[src/rtl/lsb_addr_alu_scheduler_pkg.sv]
// Purpose: shared constants and helpers for the LSB address-ALU scheduler and its arbiter.
// Latency: n/a (declarations only).
// Backpressure: n/a.
// Contents: default slot count, queue depth, ROB id width (shared with RS/LSB/ROB), data width,
//   and a wrapping index increment used by round-robin pointers.
package lsb_addr_alu_scheduler_pkg;

   localparam int LSB_NREQ   = 4;
   localparam int LSB_QDEPTH = 2;
   localparam int LSB_ROB_W  = 5;
   localparam int LSB_XLEN   = 32;

   // Next index in a ring of n entries; n need not be a power of two.
   function automatic int wrap_inc(input int idx, input int n);
      return (idx + 1 >= n) ? 0 : idx + 1;
   endfunction

endpackage

[src/rtl/lsb_addr_alu_scheduler_rr_arbiter.sv]
// Purpose: N-way round-robin arbiter; picks the first requester at or after ptr, wrapping.
// Latency: purely combinational.
// Backpressure: en=0 suppresses the grant vector; idx still reports the would-be winner.
// Ports: req (N requests), ptr (priority start), en (grant enable),
//   grant (one-hot, gated by en), idx (binary index of the winner, 0 when none).
module rr_arbiter
   import lsb_addr_alu_scheduler_pkg::*;
#(
   parameter int N = LSB_NREQ
) (
   input  logic [N-1:0]          req,
   input  logic [$clog2(N)-1:0]  ptr,
   input  logic                  en,
   output logic [N-1:0]          grant,
   output logic [$clog2(N)-1:0]  idx
);

   localparam int PW = $clog2(N);

   always_comb begin
      int            j;
      logic [PW-1:0] jj;
      logic          found;
      grant = '0;
      idx   = '0;
      found = 1'b0;
      j     = 0;
      jj    = '0;
      // Scan N positions starting at ptr; the first hit wins.
      for (int k = 0; k < N; k++) begin
         j = int'(ptr) + k;
         if (j >= N) begin
            j = j - N;
         end
         jj = PW'(j);
         if (!found && req[jj]) begin
            found     = 1'b1;
            idx       = jj;
            grant[jj] = en;
         end
      end
   end

endmodule

[src/rtl/lsb_addr_alu_scheduler.sv]
// Purpose: shares one base+imm address ALU among NREQ RS issue slots and queues results for the LSB.
// Latency: result written to the queue at the grant edge; visible at the head the next cycle.
// Backpressure: lsb_full stalls the head; a full queue (registered count) blocks all grants.
// Ports: clk_in, rst_in (async active-low), rdy_in (global freeze), _clear (flush),
//   _req_valid/_req_rob_id/_req_base/_req_imm (per-slot requests), _req_grant (one-hot, comb),
//   _lsb_full (consumer stall), _out_ready/_out_rob_id/_out_value (queue head), _busy.
module lsb_addr_alu_scheduler
   import lsb_addr_alu_scheduler_pkg::*;
#(
   parameter int NREQ   = LSB_NREQ,
   parameter int QDEPTH = LSB_QDEPTH,
   parameter int ROB_W  = LSB_ROB_W,
   parameter int XLEN   = LSB_XLEN
) (
   input  logic                    clk_in,
   input  logic                    rst_in,
   input  logic                    rdy_in,
   input  logic                    _clear,
   input  logic [NREQ-1:0]         _req_valid,
   input  logic [NREQ*ROB_W-1:0]   _req_rob_id,
   input  logic [NREQ*XLEN-1:0]    _req_base,
   input  logic [NREQ*XLEN-1:0]    _req_imm,
   output logic [NREQ-1:0]         _req_grant,
   input  logic                    _lsb_full,
   output logic                    _out_ready,
   output logic [ROB_W-1:0]        _out_rob_id,
   output logic [XLEN-1:0]         _out_value,
   output logic                    _busy
);

   localparam int PW = $clog2(NREQ);
   localparam int QW = $clog2(QDEPTH);
   localparam int CW = QW + 1;

   logic [PW-1:0]    rr_ptr;
   logic [QW-1:0]    head;
   logic [QW-1:0]    tail;
   logic [CW-1:0]    count;
   logic [ROB_W-1:0] q_rob [QDEPTH];
   logic [XLEN-1:0]  q_val [QDEPTH];

   logic             accept;
   logic             pop;
   logic [PW-1:0]    grant_idx;
   logic [ROB_W-1:0] sel_rob;
   logic [XLEN-1:0]  sel_base;
   logic [XLEN-1:0]  sel_imm;
   logic [XLEN-1:0]  alu_value;

   // Space check uses the registered count only, so a pop in the same cycle
   // never lets a grant through. rst_in gates grants while reset is held.
   assign accept = rst_in & rdy_in & ~_clear & (count < CW'(QDEPTH)) & (|_req_valid);

   rr_arbiter #(.N(NREQ)) u_arb (
      .req   (_req_valid),
      .ptr   (rr_ptr),
      .en    (accept),
      .grant (_req_grant),
      .idx   (grant_idx)
   );

   assign sel_rob   = _req_rob_id[grant_idx*ROB_W +: ROB_W];
   assign sel_base  = _req_base[grant_idx*XLEN +: XLEN];
   assign sel_imm   = _req_imm[grant_idx*XLEN +: XLEN];
   // Address arithmetic wraps modulo 2^XLEN; carry out is intentionally dropped.
   assign alu_value = sel_base + sel_imm;

   assign _out_ready  = (count != '0);
   assign _out_rob_id = q_rob[head];
   assign _out_value  = q_val[head];
   assign pop         = rst_in & rdy_in & ~_clear & _out_ready & ~_lsb_full;
   assign _busy       = _out_ready | (|_req_grant);

   always_ff @(posedge clk_in or negedge rst_in) begin
      if (!rst_in) begin
         rr_ptr <= '0;
         head   <= '0;
         tail   <= '0;
         count  <= '0;
         for (int i = 0; i < QDEPTH; i++) begin
            q_rob[i] <= '0;
            q_val[i] <= '0;
         end
      end else if (_clear) begin
         // Flush drops queued results; round-robin fairness state survives.
         head  <= '0;
         tail  <= '0;
         count <= '0;
      end else if (rdy_in) begin
         if (accept) begin
            q_rob[tail] <= sel_rob;
            q_val[tail] <= alu_value;
            tail        <= tail + 1'b1;
            rr_ptr      <= PW'(wrap_inc(int'(grant_idx), NREQ));
         end
         if (pop) begin
            head <= head + 1'b1;
         end
         case ({accept, pop})
            2'b10:   count <= count + 1'b1;
            2'b01:   count <= count - 1'b1;
            default: count <= count;
         endcase
      end
   end

endmodule

[config.mk]
export PLATFORM = sky130hd
export DESIGN_NAME = lsb_addr_alu_scheduler
export DESIGN_NICKNAME = d
export VERILOG_FILES = /design/src/rtl/lsb_addr_alu_scheduler_pkg.sv /design/src/rtl/lsb_addr_alu_scheduler_rr_arbiter.sv /design/src/rtl/lsb_addr_alu_scheduler.sv
export SDC_FILE = /design/constraint.sdc
export NUM_CORES = 1
export LEC_CHECK = 0
export BUFFER_PORTS_ARGS = -buffer_cell sky130_fd_sc_hd__buf_2
export CAP_MARGIN = 20
export CELL_PAD_IN_SITES_DETAIL_PLACEMENT = 2
export CELL_PAD_IN_SITES_GLOBAL_PLACEMENT = 2
export CORE_AREA = 2 2 191 156
export CTS_BUF_LIST = sky130_fd_sc_hd__clkbuf_8
export CTS_CLUSTER_SIZE = 16
export DETAILED_ROUTE_END_ITERATION = 7
export DIE_AREA = 0 0 193 158
export GPL_ROUTABILITY_DRIVEN = 0
export GPL_TIMING_DRIVEN = 1
export PLACE_DENSITY = 0.89
export SLEW_MARGIN = 5
export SYNTH_ARGS = -nofsm -noshare
export SYNTH_HDL_FRONTEND = slang
export SYNTH_SLANG_ARGS = --single-unit
[constraint.sdc]
create_clock -name clk_in -period 6.4 [get_ports clk_in]
set_clock_uncertainty 0.1 [all_clocks]
set_input_delay 0.64 -clock clk_in [delete_from_list [all_inputs] [get_ports clk_in]]
set_output_delay 0.64 -clock clk_in [all_outputs]
set_load 0.05 [all_outputs]
==> summary.txt <==
status -> finished clean
Slew Viols, Final -> 0
crit path capture type -> flop
FF-to-FF setup slack -> 320 ps
Synth cell types -> 58
Tot GR Track Use -> 23.4%
Die ar. -> 0.0305 mm2
ANT nets after route -> 0
Post-Synthesis Cells -> 1,006
floorplan row count -> 56
share of layout cells above drive strength 1 -> 34.1%
TritonCTS clock tree -> yes
Synth Flop Type -> dfrtp_1
DRT Wirelength -> 37,500 um
Clock Path Buffers -> 2
Worst Hold Slack -> 110 ps
initial antenna violation count -> 5
CP Class -> flop to flop
synth cell count leaders -> nand2_1, dfrtp_1, a31oi_1
largest net degree at the start of global routing -> 82
Fillers -> 3,451
DRC Markers -> 0
drt via density -> 5.33
post-DP HPWL -> 29,500 um
CP Max Fanout -> 34
Worst-path clk slew -> 100 ps
cts hold-fix bufs -> 0
reg-to-reg startpoint -> rr_ptr[1]
Post-synth ARST share -> 100%
Post-synth EDFFs -> 0
Hold/Removal Path Class -> input port to async pin
Yosys warnings -> 0
Area growth, synth to finish -> 31.7%
CTS root buffer -> clkbuf_8
final worst path period need -> 6080 ps
initial core utilization -> 26.5%
num ports -> 328
synth top area cells -> dfrtp_1, nand2_1, mux2_2
CP required -> 6550 ps
GR Overflow Total -> 0
final worst-path cycle share -> 95.0%
vias in the first global route -> 9,635
IO Port Bufs -> 327
Yosys top cell by area -> dfrtp_1
First-pass DRT Iterations -> 4
max cap viols -> 0
clock latency on the worst-skew pair -> 350 ps
Worst Path Arrival -> 6230 ps
Fmax -> 0.164 GHz
CORE AREA -> 0.0287 mm2
setup TNS -> 0 ps
number of CTS-inserted buffers -> 9
sequential share of the synthesized area -> 26.3%
Worst Reg-to-Reg Cells -> 19
starting DRC count in detailed routing -> 318
die width -> 193 um
final net count -> 1,621
Worst Tran Pin Value -> 1040 ps
top-count cell post-synth -> nand2_1
DR WL/cell -> 22.2 um
Rel. slew slack -> 31.0%
syn_nets -> 1,327
#FFs+latches synth -> 80
first-pass GRT wire length -> 54,900 um
syn_area_per_cell -> 7.56 um2
post-synth top area share -> 26.3%
number of clock sinks -> 80
htree depth -> 3
# setup viols final -> 0
CP startpoint kind -> flop
Synth Cell Area -> 0.00761 mm2
Via Count -> 8,982
FF-to-FF End -> q_val[28]
Die H -> 158 um
Fin. Hold Viols -> 0
-- metal layers --
metal | wire [um] | vias up | track usage [%]
met4 | 480 | 2 | 4.58
li1 | - | 4191 | -
met2 | 18500 | 258 | 41.1
met3 | 2090 | 41 | 3.97
met1 | 16400 | 4490 | 30.3
met5 | 15 | - | 0
-- repair_timing --
item | CTS | global route
cloned | 0 | 3
hold endpoints to repair | 0 | 0
setup endpoints to repair | 6 | 37
buffers inserted | 0 | 2
pin swaps | 0 | 1
gates resized for setup | 1 | 12
-- worst max-delay path: stages (launching register included) --
cell and delay (ps):
dfrtp_2 500, inv_1 140, ha_2 490, mux4_2 450
or2_4 290, a2111oi_4 480, a32oi_4 120, buf_12 210
buf_4 200, a211oi_1 190, a31oi_1 90, ha_1 420
a21oi_1 340, a21oi_1 130, o31a_1 320, or3_1 400
a311oi_4 420, a211oi_1 170, o21a_1 210, o31ai_1 290
-- flip-flops by register name (all words and copies together) (netlist names) --
signal / flops
q_val: 64
count: 2
tail: 1
q_rob: 10
head: 1
rr_ptr: 2
-- cell usage in the layout, fill, tap and decap left out, types with 4 or more instances in the layout --
cell      instances
a211oi_1         66
ha_1             34
diode_2           4
xor2_1            7
a31oi_1          67
mux2_2           50
or3_1             5
o31ai_1          13
o211ai_1          5
nand3_1          17
nor2b_1           6
nor3_1            7
a21o_1           10
a21oi_1          26
o21a_1            9
nor2_1           31
and3_1            8
and2_1           63
a221oi_1          4
buf_2           326
xnor2_1          22
clkbuf_8         10
buf_12            7
inv_1            10
mux2i_1           6
a22oi_1           4
o21ai_0          47
buf_4            20
dfrtp_1          78
nand2_1         278
-- cells by family after synthesis --
family	after synthesis	share of synthesized area (%)
buf+inv	84	4.54
compound gates	282	25.2
xor+xnor	29	3.34
fa+ha+maj	36	6.02
mux	60	9.21
simple gates	435	25.4
flops	80	26.3
-- through the flow --
stage,worst slack (ps),cell area [um2],std cells,util [%]
floorplan,537,7610,1006,-
global placement,328,9670,1659,33.7
detailed placement,-156,9670,1659,33.7
CTS,6.50,9870,1675,34.3
global route,-9.41,10000,1685,34.9
finish,320,10000,1686,34.9
-- worst max path at each step --
| stage | depth (start not counted) | from | slack, ps | end |
|---|---|---|---|---|
| floorplan | 21 | rr_ptr[0] | 540 | q_val[30] |
| global placement | 20 | rr_ptr[1] | 330 | q_val[30] |
| CTS | 19 | rr_ptr[1] | 7 | q_val[28] |
| global route | 19 | rr_ptr[1] | -9 | q_val[28] |
| detailed placement | 19 | rr_ptr[1] | -160 | q_val[28] |
| finish | 19 | rr_ptr[1] | 320 | q_val[28] |
-- final cells by class --
cell class / count / area, um2 / share of cell area, %
clock inverter: 6 / 48.8 / 0.487
antenna: 4 / 10.0 / 0.0999
multi-input combinational: 845 / 5360 / 53.5
inverter: 10 / 37.5 / 0.375
clock buffer: 10 / 138 / 1.37
tap: 377 / 472 / 4.71
sequential: 80 / 2000 / 20.0
timing repair buffer: 354 / 1950 / 19.5
Power is not shown: default switching activity piles up to over one toggle a cycle in this logic, so the estimate is an artifact.
